File: src/rtl/serial_adder.sv
// ----------------------------------------------------------------------------
// serial_adder: bit-serial adder that processes the LSB first. The datapath is
// a single full_adder_structural cell plus a carry flop. Each operation takes
// WIDTH bit cycles in RUN, followed by one DONE cycle.
//
// Build option: define SERIAL_ADDER_SUB_EN to enable subtraction. When it is
// enabled, an accepted Start with Sub=1 loads ~B and a carry of 1, so the
// result is A - B.
//
// Ports (serial_adder):
//   clk       rising-edge clock
//   rst_n     asynchronous, active-low reset
//   Start     request; sampled only in IDLE
//   A, B      WIDTH-bit operands, captured on the accepting edge
//   Cin       carry-in, captured on the accepting edge
//   Sub       subtract request (used only with SERIAL_ADDER_SUB_EN)
//   Busy      high while bits are being processed
//   Done      one-cycle completion pulse
//   Sum       registered result; holds until the next completion
//   Carry     registered carry-out of the MSB
//   Overflow  registered signed overflow
//
// Ports (full_adder_structural):
//   A, B, Cin  bit inputs;  Sum, Carry  bit outputs
// ----------------------------------------------------------------------------

module full_adder_structural (
    input  logic A,
    input  logic B,
    input  logic Cin,
    output logic Sum,
    output logic Carry
);
    logic ab_x;
    logic ab_a;
    logic cx_a;

    xor g_x1 (ab_x, A, B);
    xor g_x2 (Sum, ab_x, Cin);
    and g_a1 (ab_a, A, B);
    and g_a2 (cx_a, ab_x, Cin);
    or  g_o1 (Carry, ab_a, cx_a);
endmodule

module serial_adder #(
    parameter int WIDTH = 8
) (
    input  logic             clk,
    input  logic             rst_n,
    input  logic             Start,
    input  logic [WIDTH-1:0] A,
    input  logic [WIDTH-1:0] B,
    input  logic             Cin,
    input  logic             Sub,
    output logic             Busy,
    output logic             Done,
    output logic [WIDTH-1:0] Sum,
    output logic             Carry,
    output logic             Overflow
);
    localparam int CW = (WIDTH > 1) ? $clog2(WIDTH) : 1;

    typedef enum logic [1:0] {
        IDLE = 2'd0,
        RUN  = 2'd1,
        DONE = 2'd2
    } state_t;

    state_t            state_q, state_d;
    logic [WIDTH-1:0]  a_sr_q,  a_sr_d;
    logic [WIDTH-1:0]  b_sr_q,  b_sr_d;
    logic [WIDTH-1:0]  res_sr_q, res_sr_d;
    logic              cy_q,    cy_d;
    logic [CW-1:0]     cnt_q,   cnt_d;
    logic [WIDTH-1:0]  sum_q,   sum_d;
    logic              cout_q,  cout_d;
    logic              ovf_q,   ovf_d;

    logic              cell_sum;
    logic              cell_carry;
    logic [WIDTH-1:0]  res_shift;

    full_adder_structural u_cell (
        .A     (a_sr_q[0]),
        .B     (b_sr_q[0]),
        .Cin   (cy_q),
        .Sum   (cell_sum),
        .Carry (cell_carry)
    );

`ifndef SERIAL_ADDER_SUB_EN
    logic unused_sub;
    assign unused_sub = Sub;
`endif

    always_ff @(posedge clk or negedge rst_n) begin
        if (!rst_n) begin
            state_q  <= IDLE;
            a_sr_q   <= '0;
            b_sr_q   <= '0;
            res_sr_q <= '0;
            cy_q     <= 1'b0;
            cnt_q    <= '0;
            sum_q    <= '0;
            cout_q   <= 1'b0;
            ovf_q    <= 1'b0;
        end else begin
            state_q  <= state_d;
            a_sr_q   <= a_sr_d;
            b_sr_q   <= b_sr_d;
            res_sr_q <= res_sr_d;
            cy_q     <= cy_d;
            cnt_q    <= cnt_d;
            sum_q    <= sum_d;
            cout_q   <= cout_d;
            ovf_q    <= ovf_d;
        end
    end

    always_comb begin
        state_d  = state_q;
        a_sr_d   = a_sr_q;
        b_sr_d   = b_sr_q;
        res_sr_d = res_sr_q;
        cy_d     = cy_q;
        cnt_d    = cnt_q;
        sum_d    = sum_q;
        cout_d   = cout_q;
        ovf_d    = ovf_q;

        // The new result bit enters at the MSB. Written as a shift plus a bit
        // write so that it also works when WIDTH = 1.
        res_shift            = res_sr_q >> 1;
        res_shift[WIDTH-1]   = cell_sum;

        case (state_q)
            IDLE: begin
                if (Start) begin
                    state_d = RUN;
                    a_sr_d  = A;
                    cnt_d   = '0;
`ifdef SERIAL_ADDER_SUB_EN
                    b_sr_d  = Sub ? ~B : B;
                    cy_d    = Sub ? 1'b1 : Cin;
`else
                    b_sr_d  = B;
                    cy_d    = Cin;
`endif
                end
            end
            RUN: begin
                a_sr_d   = a_sr_q >> 1;
                b_sr_d   = b_sr_q >> 1;
                res_sr_d = res_shift;
                cy_d     = cell_carry;
                cnt_d    = cnt_q + CW'(1);
                if (cnt_q == CW'(WIDTH - 1)) begin
                    state_d = DONE;
                    sum_d   = res_shift;
                    cout_d  = cell_carry;
                    // cy_q is the carry into the MSB during the last bit cycle.
                    ovf_d   = cy_q ^ cell_carry;
                end
            end
            DONE: begin
                state_d = IDLE;
            end
            default: begin
                state_d = IDLE;
            end
        endcase
    end

    assign Busy     = (state_q == RUN);
    assign Done     = (state_q == DONE);
    assign Sum      = sum_q;
    assign Carry    = cout_q;
    assign Overflow = ovf_q;
endmodule
File: config.mk
export PLATFORM = sky130hd
export DESIGN_NAME = serial_adder
export DESIGN_NICKNAME = d
export VERILOG_FILES = /design/src/rtl/serial_adder.sv
export SDC_FILE = /design/constraint.sdc
export NUM_CORES = 1
export LEC_CHECK = 0
export CORE_ASPECT_RATIO = 1.75
export CORE_MARGIN = 2
export CORE_UTILIZATION = 25
export CTS_CLUSTER_SIZE = 10
export DETAILED_ROUTE_END_ITERATION = 8
export PLACE_DENSITY = 0.55
export REMOVE_ABC_BUFFERS = 1
export SYNTH_ARGS = -nofsm -noshare
export SYNTH_HDL_FRONTEND = slang
export SYNTH_SLANG_ARGS = --single-unit
File: constraint.sdc
create_clock -name clk -period 1.5 [get_ports clk]
set_input_delay 0.3 -clock clk [delete_from_list [all_inputs] [get_ports clk]]
set_output_delay 0.3 -clock clk [all_outputs]
set_load 0.02 [all_outputs]
Word level (Yosys, flattened, before mapping)
Cells that the tools add are included.
- register bits: 40
- latch bits: 0
- bits in writable memories: 0
- bits in read-only memories: 0
- output and inout bits: 12
- memories: 0
- add/sub/neg operators: 1
- multiply operators: 0
- div/mod/pow operators: 0
- order comparisons: 0
- eq/ne operators: 5
- shift-type cells: 0
- multiplexer cells: 11
- bitwise gates (word level): 6
- reductions and logical operators: 5
- operators with widths (cell ; number):
    case mux 8 bit (2 select lines) ; 2
    two-way mux 8 bit ; 2
    case mux 3 bit (2 select lines) ; 1
    AND reduction 2 bit ; 3
    two-way mux 2 bit ; 2
    case mux 2 bit (2 select lines) ; 1
    adder 3 x 1 -> 3 bit (second input constant) ; 1
    == test 3 bit (second input constant) ; 1
    two-way mux 3 bit ; 1
    bitwise XOR 1 bit ; 3
    bitwise AND 1 bit ; 2
    == test 2 x 1 -> 1 bit (second input constant) ; 1
    == test 2 bit (second input constant) ; 1
    logical NOT 2 bit ; 1
    inequality test 2 x 1 -> 1 bit (second input constant) ; 1
    inequality test 2 bit (second input constant) ; 1
    case mux 1 bit (2 select lines) ; 1
    nonzero test 2 bit ; 1
    two-way mux 1 bit ; 1
    bitwise OR 1 bit ; 1

Logic depth before layout (Yosys ltp)
Gate-level depths: netlist (run 1).
- depth after elaboration: 4
- mapped depth: 6

Cells and area by module
From an unflattened synthesis (run 1), not the netlist that was laid out.
- cell total of the unflattened synthesis: 144
- area total of the unflattened synthesis: 1725.4 um^2
- by module, submodules not included (module ; times used ; cells each ; area each (um^2)):
    serial_adder ; 1 ; 143 ; 1705.4
    full_adder_structural ; 1 ; 1 ; 20.0

Worst setup path after synthesis (run 1)
Ideal clock, no wire load.
- kind: register to register
- start: reg cnt_q[0]
- end: reg cout_q (netlist: Carry)
- setup time: 125 ps
- data arrival time: 1308 ps
- setup slack: 67 ps
- cell stages (with the launch flop): 6
- path buffers: 1
- cells stage by stage: dfrtp_1 > ha_1 > ha_1 > nand3b_4 > buf_6 > mux2_2
- longest elaborated chain between the ends: 2
- RTL lines (element ; line ; text):
    start: declaration ; 74 ; logic [CW-1:0] cnt_q, cnt_d;
    start signal: assignment ; 113 ; cnt_q <= cnt_d;
    == test 3 bit ; 157 ; if (cnt_q == CW'(WIDTH - 1)) begin
    AND reduction 2 bit (no source line) ; -- ;
    end signal: assignment ; 115 ; cout_q <= cout_d;
    end: declaration ; 76 ; logic cout_q, cout_d;
No other way between the ends.
A chain may end at the register's enable or synchronous reset.

Worst setup path after layout (run 1)
Same ends and word-level chain as after synthesis.

==> impl_metrics.tcl, run 1 <==
set metrics [dict create \
    status "finished clean" \
    antenna_found_initial 0 \
    worstPathCellList "ha_1 -> ha_2 -> nand3b_4 -> mux2_2" \
    synthTopCellsByArea "dfrtp_1, mux2_2, o22ai_1" \
    min_period_ps 1430 \
    grt_max_degree 27 \
    io_buffer_count 31 \
    fin_setup_tns_ps 0 \
    crit_family "adder cells" \
    slowest_stage "dfrtp_1" \
    start_kind "register" \
    critPathMaxFanout 6 \
    dpl.hpwl_um 2660 \
    first_global_vias 1274 \
    place_ws_ps -101 \
    avgSynthCellArea_um2 12.8 \
    die_h_um 113 \
    ir_drop_uv 589 \
    num_vias 1235 \
    start_util_pct 25.9 \
    cpPeakStageDelay_ps 390 \
    layout-drive-gt1-share_pct 26.7 \
    instances_no_fill 262 \
    yosysTopAreaCellShare_pct 57.6 \
    core_um2 6540 \
    worstMarginPinSlew_ps 353 \
    max_slew_margin_pct 76.5 \
    ys_seq_area_share_pct 57.6 \
    ys_warn_count 0 \
    grt-ovfl-total 0 \
    drv_slew 0 \
    synth_top_cell_by_area "dfrtp_1" \
    antenna_left 0 \
    root_buffer "clkbuf_16" \
    worst_ep_arrival_time_ps 1590 \
    min_period_over_period_pct 95.3 \
    drc 0 \
    globalRouteTotalUtil_pct 10.7 \
    min_path_type "in2async" \
    cts_setup_buffers 0 \
    p_per_area_nw_per_um2 2080 \
    crit_type "reg2reg" \
    final_area_um2 2320 \
    placed_cells 252 \
    critPathBufInv 0 \
    num_rows 39 \
    htree_num_levels 2 \
    grt_setup_unrepaired "false" \
    synthCells 132 \
    endpoint_kind "register" \
    ys_dominant_reg_cell "dfrtp_1" \
    seq_area_um2 976 \
    drtIter0Drc 48 \
    fin_ws_ps 70.4 \
    clkLatencyLatePin_ps 280 \
    synth_cell_type_count 27 \
    routedWlPerCell_um 14.7 \
    cts_buffer_depth 2 \
    multi_input_area_um2 637 \
    p_leak_nw 1.00 \
    clk_pin_slew_worst_paths_ps 60 \
    io_pins 33 \
    async_flop_share_pct 100 \
    gp_routability_congestion 0.758 \
    cts_tree "yes" \
    nFillCells 666 \
    setup_viol 0 \
    fin_util_pct 35.5 \
    cap_viol_max_count 0 \
    area_growth_pct 37.0 \
    synth_edf_count 0 \
    cts_made_buffers 5 \
    syn_area_um2 1690 \
    vias_per_cell 4.71 \
    synth.most_common_cell "dfrtp_1" \
    fin_skew_ps 3.16 \
    hold_viol_final 0 \
    synth_seq_cells 39 \
    synth_commonest_cells "dfrtp_1, o22ai_1, mux2_2, a21oi_1" \
    final_nets 203 \
    routed_wl_um 3860 \
    crit_required_ps 1660 \
    die_w_um 66.2 \
    clkSinkCount 39 \
    grt_pass1_wl_um 6140 \
    place_area_um2 2160 \
    fmax_ghz 0.699 \
    die_area_um2 7470 \
    dr.pass1.iters 4 \
    diodes 0 \
]
==> power breakdown <==
part | switching, W | internal [W] | total, W
sequential | 0.000316 | 0.00156 | 0.00187
clock | 0.000394 | 0.000664 | 0.00106
combinational | 0.000895 | 0.00100 | 0.00190
==> what timing repair did <==
action,4_1_cts,5_1_grt
pin swaps,0,1
endpoints found under the hold margin,13,0
resized for setup,15,4
cloned,0,1
setup endpoints to repair,12,10
hold buffers,1,0
==> sequential cells by signal (all words and copies together), names as in the netlist <==
name	flops
cy_q	1
cnt_q	3
Carry	1
Overflow	1
Sum	8
state_q	2
res_sr_q	7
b_sr_q	8
a_sr_q	8
==> per-layer routing <==
metal  track usage, %  up-vias  share of wire (%)
met5                0        -                  0
met2             17.2       25                 52
met4             4.76        0                1.6
met1             13.2      618                 42
li1                 -      586                  -
met3             2.98        6                4.1
==> kinds of logic (layout without fill, tap and decap cells) <==
logic type	after synthesis	in the layout	synth area share, %
AOI/OAI and AO/OA	46	46	17.9
DFF	39	39	57.6
xor gates and xnor gates	1	1	0.517
and+or+nand+nor	11	12	4.58
adders and majority gates	3	3	2.66
buffers and inverters	16	63	6.06
muxes	16	16	10.6
==> layout by cell type (no fill, tap or decap) <==
cell and instances:
buf_4 15, nand2_1 2, clkbuf_8 1, o22ai_1 22, clkbuf_16 5, o21ai_0 3, o221a_2 1, nor2_1 2
o31ai_1 1, inv_1 6, o21bai_1 1, nor2_2 1, ha_2 1, dfrtp_1 39, nand2b_1 3, clkdlybuf4s50_1 18
nand3b_4 2, buf_12 1, dlygate4sd2_1 10, inv_2 1, a21oi_1 9, or2b_1 1, o32ai_1 1, clkinv_4 1
buf_2 2, clkbuf_2 1, clkbuf_1 1, or4b_1 1, a22o_1 2, ha_1 1, mux2_2 16, fa_1 1
xnor2_1 1, dlygate4sd3_1 1, a2bb2oi_1 6
==> per-stage QoR <==
step,hold WS [ps],total power [W]
floorplan,4.41,0.00305
global placement,234,0.00384
global route,498,0.00517
CTS,482,0.00486
finish,462,0.00483
detailed placement,232,0.00389
==> cell type report <==
class                      count  area share [%]
clock buffer                   7            6.15
clock inverter                 1           0.378
inverter                       7            1.13
multi-input combinational     78            27.5
sequential                    39            42.1
tap                           82            4.43
timing repair buffer          48            18.3
==> final timing paths <==
| path | startpoint | to | slack [ps] | cells after the start |
|---|---|---|---|---|
| min reg2reg | Overflow$_DFFE_PN0P_ | Overflow$_DFFE_PN0P_ | 490 | 2 |
| max reg2reg | cnt_q[0]$_DFFE_PN0P_ | Carry$_DFFE_PN0P_ | 70 | 4 |
| min | rst_n | b_sr_q[6]$_DFFE_PN0P_ | 460 | 2 |
| max in group asynchronous | rst_n | cy_q$_DFFE_PN0P_ | 590 | 3 |
| min in group clk | Overflow$_DFFE_PN0P_ | Overflow$_DFFE_PN0P_ | 490 | 2 |
| max | cnt_q[0]$_DFFE_PN0P_ | Carry$_DFFE_PN0P_ | 70 | 4 |
No activity file was read; power rests on OpenSTA's default activity.
==> run 2, diff against run 1 <==
MAX_ROUTING_LAYER = met4   (was unset)
==> run 2 against run 1 <==
  * Die area unchanged
  * Routed wire length is 0.13% higher
  * Worst setup slack better by 1.9 ps
  * Critical path type unchanged
  * Largest cell class unchanged
==> impl_metrics.tcl, run 2 (synthesis gave the netlist of run 1 again) <==
set metrics [dict create \
    num_rows 39 \
    setup_viol 0 \
    min_path_type "in2async" \
    num_vias 1229 \
    grt-ovfl-total 0 \
    min_period_ps 1430 \
    htree_num_levels 2 \
    fin_util_pct 35.5 \
    rr_startpoint "cnt_q[0]$_DFFE_PN0P_" \
    root_buffer "clkbuf_16" \
    grt_pass1_wl_um 6120 \
    worst_ep_arrival_time_ps 1590 \
    routed_wl_um 3860 \
    final_common_cell "dfrtp_1" \
    crit_type "reg2reg" \
    first_global_vias 1271 \
    power_switching_w 0.00161 \
    dpl.hpwl_um 2660 \
    fmax_ghz 0.700 \
    clk_pin_slew_worst_paths_ps 60 \
    cts_setup_buffers 0 \
    grt_setup_unrepaired "false" \
    critPathMaxFanout 6 \
    final_nets 203 \
    io_buffer_count 31 \
    area_growth_pct 37.0 \
    dr.pass1.iters 4 \
    min_period_over_period_pct 95.2 \
    drc 0 \
    p_per_area_nw_per_um2 2080 \
    clkSinkCount 39 \
    io_pins 33 \
    layout-drive-gt1-share_pct 26.7 \
    cts_tree "yes" \
    drv_slew 0 \
    die_area_um2 7470 \
    antenna_left 0 \
    die_h_um 113 \
    p_sw_share_pct 33.3 \
    die_w_um 66.2 \
    p_leak_nw 1.00 \
    ir_drop_uv 591 \
    max_slew_margin_pct 76.5 \
    cts_made_buffers 5 \
    crit_required_ps 1660 \
    endpoint_kind "register" \
    cap_viol_max_count 0 \
    drtIter0Drc 48 \
    diodes 0 \
    cellInternalPower_w 0.00322 \
    fin_skew_ps 3.59 \
    grt_max_degree 27 \
    antenna_found_initial 0 \
    gp_routability_congestion 0.768 \
    start_util_pct 25.9 \
    start_kind "register" \
    routedWlPerCell_um 14.7 \
    hold_viol_final 0 \
    core_um2 6540 \
    seq_power_share_pct 38.8 \
    status "finished clean" \
    p_clk_share_pct 21.9 \
    crit_start "cnt_q[0]$_DFFE_PN0P_" \
    layout_common_cells "dfrtp_1, o22ai_1, clkdlybuf4s50_1" \
    vias_per_cell 4.69 \
    cts_buffer_depth 2 \
    globalRouteTotalUtil_pct 11.0 \
    holdWs_ps 461 \
    combPwrFrac_pct 39.3 \
    clkLatencyLatePin_ps 280 \
    worstMarginPinSlew_ps 353 \
]
-- run 2: cell counts in the layout (fill, tap and decap cells not counted) --
Identical to the previous run, type by type.
-- run 2: metrics by stage --
step           TNS [ps]  power (W)  setup slack [ps]  cells  area (um^2)
2_1_floorplan         0    0.00305              73.2    123         1620
3_3_place_gp       -192    0.00384             -94.0    252         2160
3_5_place_dp       -301    0.00389              -101    252         2160
4_1_cts               0    0.00486              1.47    261         2300
5_1_grt               0    0.00517              14.6    262         2320
6_report              0    0.00483              72.3    262         2320
-- run 2: power by group through the flow --
stage	logic, W	clock network (W)	registers, W
after floorplan	0.00105	0	0.00199
after global placement	0.00195	0	0.00189
after detailed placement	0.00199	0	0.00190
after CTS	0.00190	0.00109	0.00188
after global routing	0.00207	0.00113	0.00196
final	0.00190	0.00106	0.00187
-- run 2: what timing repair did --
item,4_1_cts,5_1_grt
hold endpoints to repair,13,0
gates cloned,0,1
resized for setup,15,4
pin swaps,0,1
setup endpoints to repair,12,10
hold buffers,1,0
-- run 2: cell type report --
class / count / area [um^2]
Fill cell: 666 / 4220
Sequential cell: 39 / 976
Multi-Input combinational cell: 78 / 637
Timing Repair Buffer: 48 / 425
Clock buffer: 7 / 143
Tap cell: 82 / 103
Inverter: 7 / 26.3
Clock inverter: 1 / 8.76
-- run 2: worst max-delay path, cell delays in order (launching register included) --
cell and delay (ps):
dfrtp_1 390, ha_1 210, ha_2 220, nand3b_4 140
mux2_2 350
-- run 2: worst paths after layout --
path                                           to  slack [ps]  depth (start not counted)
max                             Carry$_DFFE_PN0P_          70                          4
min                         b_sr_q[6]$_DFFE_PN0P_         460                          2
max reg2reg                     Carry$_DFFE_PN0P_          70                          4
min reg2reg                state_q[0]$_DFFE_PN0P_         490                          1
max in group asynchronous        cy_q$_DFFE_PN0P_         590                          3
min in group clk           state_q[0]$_DFFE_PN0P_         490                          1
-- run 2: metal layers --
layer / wire [um] / share of wire, % / global-route usage (%) / vias to the layer above
li1: - / - / - / 588
met1: 1640 / 43 / 13.3 / 610
met2: 2000 / 52 / 17.3 / 26
met3: 151 / 3.9 / 2.68 / 5
met4: 65 / 1.7 / 4.76 / 0
met5: 0 / 0 / - / -
